`config.mk`:
```
export PLATFORM = sky130hd
export DESIGN_NAME = debug_ctrl
export DESIGN_NICKNAME = d
export VERILOG_FILES = /design/src/rtl/debug_ctrl.sv
export SDC_FILE = /design/constraint.sdc
export NUM_CORES = 1
export LEC_CHECK = 0
export ABC_CLOCK_PERIOD_IN_PS = 3800
export CORE_MARGIN = 3
export CORE_UTILIZATION = 45
export DETAILED_ROUTE_END_ITERATION = 7
export PLACE_DENSITY = 0.88
export SYNTH_ARGS = -nofsm -noshare
export SYNTH_HDL_FRONTEND = slang
export SYNTH_SLANG_ARGS = --single-unit
```
`constraint.sdc`:
```
create_clock -name clk -period 3.8 [get_ports clk]
set_input_delay 0.76 -clock clk [delete_from_list [all_inputs] [get_ports clk]]
set_output_delay 0.76 -clock clk [all_outputs]
set_load 0.01 [all_outputs]
```
`src/rtl/debug_ctrl.sv`:
```
// debug_ctrl
//   Host-side controller for a multi-core debug mux. It accepts one register
//   access at a time. If the host asks for it, the controller halts the target
//   core around the access: it writes the stop mode, polls the stopped flag,
//   performs the access, then writes the run mode back.
//
//   Optional feature: when DEBUG_CTRL_TIMEOUT_EN is defined, polling gives up
//   after TIMEOUT_CYCLES polls. The controller then resumes the core and
//   answers with resp_err=1. When the macro is undefined, polling waits
//   indefinitely and resp_err is tied to 0.
//
//   Ports
//     clk, rst                    clock, synchronous active-high reset
//     req_valid/req_ready         host request handshake (ready only in IDLE)
//     req_core, req_reg, req_we,
//     req_wdata, req_halt         request fields, latched on acceptance
//     resp_valid                  single-cycle response pulse
//     resp_rdata                  last read data (holds between reads)
//     resp_err                    halt timeout, qualified by resp_valid
//     sel, addr, we, wdata        debug-mux access bus
//     rdata                       debug-mux read data, combinational from sel/addr
//
//   state  | meaning
//   IDLE   | waiting for a host request, req_ready=1
//   HALT   | one-cycle write of stop mode (2'b01) to the mode register
//   POLL   | reading the stopped flag until it sets (or times out)
//   ACCESS | one-cycle register read or write
//   RESUME | one-cycle write of run mode (2'b00)
//   RESP   | resp_valid pulse
module debug_ctrl #(
    parameter int CORES          = 4,
    parameter int LOG_CORES      = 2,
    parameter int DATA_WIDTH     = 8,
    parameter int TIMEOUT_CYCLES = 15
) (
    input  logic                  clk,
    input  logic                  rst,
    input  logic                  req_valid,
    output logic                  req_ready,
    input  logic [LOG_CORES-1:0]  req_core,
    input  logic [3:0]            req_reg,
    input  logic                  req_we,
    input  logic [DATA_WIDTH-1:0] req_wdata,
    input  logic                  req_halt,
    output logic                  resp_valid,
    output logic [DATA_WIDTH-1:0] resp_rdata,
    output logic                  resp_err,
    output logic [LOG_CORES-1:0]  sel,
    output logic [4:0]            addr,
    output logic                  we,
    output logic [DATA_WIDTH-1:0] wdata,
    input  logic [DATA_WIDTH-1:0] rdata
);

    localparam logic [4:0] MODE_ADDR = 5'b10000;

    typedef enum logic [2:0] {
        S_IDLE,
        S_HALT,
        S_POLL,
        S_ACCESS,
        S_RESUME,
        S_RESP
    } state_t;

    state_t state, state_nxt;

    logic [LOG_CORES-1:0]  core_q;
    logic [LOG_CORES-1:0]  sel_q;
    logic [3:0]            reg_q;
    logic [4:0]            addr_q;
    logic                  we_q;
    logic                  halt_q;
    logic                  err_q;
    logic [DATA_WIDTH-1:0] wdata_q;
    logic [DATA_WIDTH-1:0] rdata_q;
    logic [LOG_CORES-1:0]  core_in;
    logic                  tmo;

    // A select code with no core behind it is redirected to core 0.
    generate
        if (CORES < (1 << LOG_CORES)) begin : g_clamp
            assign core_in = (req_core < LOG_CORES'(CORES)) ? req_core : '0;
        end else begin : g_full
            assign core_in = req_core;
        end
    endgenerate

`ifdef DEBUG_CTRL_TIMEOUT_EN
    logic [3:0] poll_cnt;

    // The counter holds the number of failed polls before the current one.
    // A miss on the last allowed poll gives up.
    assign tmo = (state == S_POLL) && !rdata[0] &&
                 (poll_cnt == 4'(TIMEOUT_CYCLES - 1));

    always_ff @(posedge clk) begin
        if (rst) begin
            poll_cnt <= '0;
        end else if (state == S_HALT) begin
            poll_cnt <= '0;
        end else if (state == S_POLL && !rdata[0] && !tmo) begin
            poll_cnt <= poll_cnt + 4'd1;
        end
    end
`else
    assign tmo = 1'b0;
`endif

    always_comb begin
        state_nxt  = state;
        req_ready  = 1'b0;
        resp_valid = 1'b0;
        sel        = sel_q;
        addr       = addr_q;
        we         = 1'b0;
        wdata      = '0;
        case (state)
            S_IDLE: begin
                req_ready = 1'b1;
                if (req_valid) begin
                    state_nxt = req_halt ? S_HALT : S_ACCESS;
                end
            end
            S_HALT: begin
                sel       = core_q;
                addr      = MODE_ADDR;
                we        = 1'b1;
                wdata     = DATA_WIDTH'(2'b01);
                state_nxt = S_POLL;
            end
            S_POLL: begin
                sel  = core_q;
                addr = MODE_ADDR;
                if (rdata[0]) begin
                    state_nxt = S_ACCESS;
                end else if (tmo) begin
                    state_nxt = S_RESUME;
                end
            end
            S_ACCESS: begin
                sel       = core_q;
                addr      = {1'b0, reg_q};
                we        = we_q;
                wdata     = we_q ? wdata_q : '0;
                state_nxt = halt_q ? S_RESUME : S_RESP;
            end
            S_RESUME: begin
                sel       = core_q;
                addr      = MODE_ADDR;
                we        = 1'b1;
                wdata     = '0;
                state_nxt = S_RESP;
            end
            S_RESP: begin
                resp_valid = 1'b1;
                state_nxt  = S_IDLE;
            end
            default: begin
                state_nxt = S_IDLE;
            end
        endcase
    end

    assign resp_rdata = rdata_q;
    assign resp_err   = resp_valid & err_q;

    always_ff @(posedge clk) begin
        if (rst) begin
            state   <= S_IDLE;
            sel_q   <= '0;
            addr_q  <= '0;
            core_q  <= '0;
            reg_q   <= '0;
            we_q    <= 1'b0;
            halt_q  <= 1'b0;
            wdata_q <= '0;
            rdata_q <= '0;
            err_q   <= 1'b0;
        end else begin
            state  <= state_nxt;
            // The bus remembers its last sel/addr so IDLE and RESP can hold them.
            sel_q  <= sel;
            addr_q <= addr;
            if (state == S_IDLE && req_valid) begin
                core_q  <= core_in;
                reg_q   <= req_reg;
                we_q    <= req_we;
                wdata_q <= req_wdata;
                halt_q  <= req_halt;
                err_q   <= 1'b0;
            end
            if (state == S_ACCESS && !we_q) begin
                rdata_q <= rdata;
            end
            if (tmo) begin
                err_q <= 1'b1;
            end
        end
    end

endmodule

```
; ---- After elaboration in Yosys (flattened, before gate mapping)
; Cells that the tools add are included.
[word_totals]
out_inout_bits = 27
regBits = 34
elab_cells = 36
input_bits = 27
[op_classes]
reduce_logical = 8
n_eq_ne = 7
muxes = 12
[op_table]
columns = cell, n
row1 = $pmux 8 s2, 1
row2 = $pmux 3 s5, 1
row3 = $pmux 5 s2, 1
row4 = $mux 8, 1
row5 = $eq 3x2->1 const B, 2
row6 = $eq 3x3->1 const B, 2
row7 = $mux 3, 2
row8 = $mux 2, 2
row9 = $ne 2x2->1 const B, 2
row10 = $reduce_or 4->1, 1
row11 = $eq 3x1->1 const B, 1
row12 = $logic_not 3->1, 1
row13 = $mux 1, 3
row14 = $reduce_or 3->1, 1
row15 = $logic_and 1x1->1, 2
row16 = $pmux 1 s2, 1
row17 = $reduce_and 2->1, 1
row18 = $reduce_or 2->1, 1
row19 = $logic_not 1->1, 1

; ---- Logic depth before layout (Yosys ltp)
[depth]
ltp_word = 3
depth_mapped = 5
mapped_depth_nobuf = 3

; ---- Worst setup path after synthesis
; No wires, ideal clock.
[synth_path]
path_type = reg2out
start = reg state[0]
end = out sel[0]
setup_slack_ps = 1730
path_buffers = 2
required_ps = 3040
stages_incl_launch_ff = 6
t_arrival_ps = 1310
path_cell_list = dfxtp_1 > buf_6 > o21a_4 > or2_1 > buf_6 > mux2_4
[synth_between]
elab_chain_len = 3
[synth_lines]
columns = element, line_no
row1 = "start, declared", 66  ; state_t state, state_nxt;
row2 = "start signal, assigned", 181  ; state <= state_nxt;
row3 = $eq 3x2->1 (tied with other cells), 118  ; case (state)
row4 = $reduce_or 4->1 (no source line) (*), -
row5 = $mux 2 (*), 118
row6 = "end, declared", 48  ; output logic [LOG_CORES-1:0] sel,
; Mark *: on every way between the ends. The rest lies on a longest branch, timed or not.

; ---- Worst setup path after layout
[layout_path]
start = reg state[2]
end = out sel[1]
; Same word-level chain as after synthesis.

==> flow_metrics.py <==
metrics = {
    "place": {
        "dpl_worst_slack_ps": 1070,
        "place.gp.congestion": 0.758,
        "dp.cells": 260,
        "io_buffers": 52,
        "dp_hpwl_um": 2360,
        "postPlaceCellArea_um2": 1990,
    },
    "grt": {
        "antenna_found_initial": 0,
        "grt_first_pass_wirelength_um": 5960,
        "grt_start_max_net_pins": 22,
        "gr-total-overflow": 0,
        "track_usage_pct": 18.4,
        "first_global_vias": 1294,
    },
    "final_layout": {
        "fin_util_pct": 66.0,
        "num-fill-cells": 292,
        "num_antenna_cells": 0,
        "drive_gt1_share_pct": 7.14,
        "area_growth_pct": 37.8,
        "multiInputGateArea_um2": 714,
        "fin_area_um2": 2050,
        "finalNetCount": 250,
        "final_cell_mix": "clkdlybuf4s50_1, nand2_1, dfxtp_1",
        "seqCellArea_um2": 681,
        "final_common_cell": "clkdlybuf4s50_1",
        "instances_no_fill": 268,
    },
    "yosys": {
        "ys_warn_count": 0,
        "synth_top_cell_area_share_pct": 45.8,
        "ys_types": 27,
        "syn_nets": 204,
        "synthCells": 177,
        "synth_area_um2": 1490,
        "ys_top_cells_by_area": "dfxtp_1, nand2_1, a21oi_1",
        "postSynthAreaPerCell_um2": 8.40,
        "seq_area_frac_synth_pct": 45.8,
        "synth_area_leader_cell": "dfxtp_1",
        "synth_seq_cells": 34,
    },
    "detailed_routing": {
        "avgViaCountPerCell": 5.02,
        "num_vias": 1346,
        "post_drt_wl_per_cell_um": 12.6,
        "finalWirelength_um": 3360,
        "drt_iter0_drc": 58,
        "first_pass_iters": 4,
        "drc": 0,
        "ant_nets": 0,
    },
    "power": {
        "ir_worst_vdd_mv": 0.267,
        "cellPowerDensity_nw_per_um2": 376,
        "p_leak_nw": 0.788,
    },
    "status": {
        "run_status": "finished clean",
    },
    "timing": {
        "worstMarginPinSlew_ps": 847,
        "rsz0062_at_grt": "no",
        "finalSetupTns_ps": 0,
        "skew_ps": 8.55,
        "clock.fmax_ghz": 0.321,
        "slew_headroom_pct": 43.3,
        "slew_viol_final": 0,
        "setup_viol_count_final": 0,
        "finalCritPeriodShare_pct": 81.9,
        "final_hold_viol_count": 0,
        "fin_crit_ps": 3110,
        "worst_slack_ps": 689,
    },
    "cts": {
        "cts_resized": 0,
        "holdBufCountCts": 0,
        "post-cts-setup-buffers": 0,
        "clk_pin_slew_worst_paths_ps": 100,
        "cts_buffer_depth": 2,
        "cts_tree": "yes",
        "h-tree-depth": 2,
        "clk_latency_ps": 330,
        "cts_buffers": 5,
        "clock_sinks": 34,
        "root_buffer": "clkbuf_4",
    },
    "hold_path": {
        "hold_path.class": "reg -> reg",
        "holdCritStartpoint": "wdata_q[6]$_SDFFE_PP0P_",
        "holdPathEnd": "wdata_q[6]$_SDFFE_PP0P_",
        "hold_depth": 2,
    },
    "floorplanning": {
        "die_h_um": 63.5,
        "start_util_pct": 47.9,
        "coreArea_um2": 3100,
        "pin_count": 54,
        "die_area_um2": 4030,
        "rows": 20,
        "die_w_um": 63.5,
    },
    "run": {
        "maxCapViolations": 0,
    },
    "worst_setup_path": {
        "reg2reg_from": "state[2]$_SDFFE_PP0P_",
        "cp_slowest_stage_delay_ps": 480,
        "worst-path-max-fanout": 13,
        "required_ps": 3040,
        "crit_path_start_kind": "register",
        "crit_type": "reg -> out",
        "reg2reg_depth": 3,
        "r2r_end": "wdata_q[0]$_SDFFE_PP0P_",
        "cp-end-kind": "primary output",
        "arrival_ps": 2350,
        "path_cells": "nor3_2 -> or2_1 -> mux2_4 -> clkdlybuf4s50_1",
        "crit_slowest_cell": "dfxtp_1",
        "r2r_setup_slack_ps": 2040,
    },
}
## metal layers
metal	global-route usage, %	part of all wire [%]
met1	23.2	44
met2	30.0	48
met3	5.17	7.1
met4	6.47	0.86
met5	0	0
## synth_stat cells, drive strengths merged
master,instances
nor2b,6
conb,1
nor3,1
inv,1
o21ai,11
dfxtp,34
mux2,2
nor4bb,1
or4b,1
nand2,43
clkbuf,4
o21a,1
a211oi,1
nor4b,1
or2,1
and3,7
a21oi,25
a211o,1
nor2,11
nand2b,4
and3b,1
buf,11
mux2i,8
## logic make-up (layout without fill, tap and decap cells)
logic type	after synthesis	count (layout)	share of synthesized area, %
buf+inv	16	63	6.64
simple gates	77	77	25.4
other cells	1	1	0.252
flops	34	34	45.8
mux	10	10	7.40
compound gates	39	39	14.5
## through the flow
step                      power, W  hold WS, ps
after floorplan           0.000511          432
after global placement    0.000567          438
after detailed placement  0.000573          442
after CTS                 0.000777          457
after global routing      0.000818          472
final                     0.000772          458
## power breakdown
part           switching [W]  internal (W)
logic              0.0000752     0.0000849
clock network       0.000118     0.0000897
registers          0.0000242      0.000380
total               0.000217      0.000555
## critical path, delay by kind of cell, from the launching register on
kind                   cells  cell delay [ps]
buffers and inverters      1              470
AND/OR/NAND/NOR            2              740
flip-flops                 1              480
multiplexers               1              330
## worst max-delay path by stage
stage / startpoint / to / slack (ps)
CTS: state[2]$_SDFFE_PP0P_ / sel[1] / 680
finish: state[2]$_SDFFE_PP0P_ / sel[1] / 690
detailed placement: state[2]$_SDFFE_PP0P_ / sel[1] / 1070
global route: state[2]$_SDFFE_PP0P_ / sel[1] / 540
global placement: state[2]$_SDFFE_PP0P_ / sel[1] / 1130
floorplan: state[0]$_SDFFE_PP0P_ / sel[0] / 1730
## flip-flops by register name, indices dropped and copies added, names as in the netlist
signal,count
halt_q,1
core_q,2
resp_rdata,8
reg_q,4
we_q,1
sel_q,2
wdata_q,8
state,3
addr_q,5
## layout make-up
cell class              instances  area share [%]
clock buffers                   7            2.69
multi-input cells             127            34.9
well taps                      44            2.69
repair buffers                 54            26.1
inverters                       1           0.183
flip-flops and latches         34            33.2
clock inverters                 1           0.244
No activity file was read; power rests on OpenSTA's default activity.
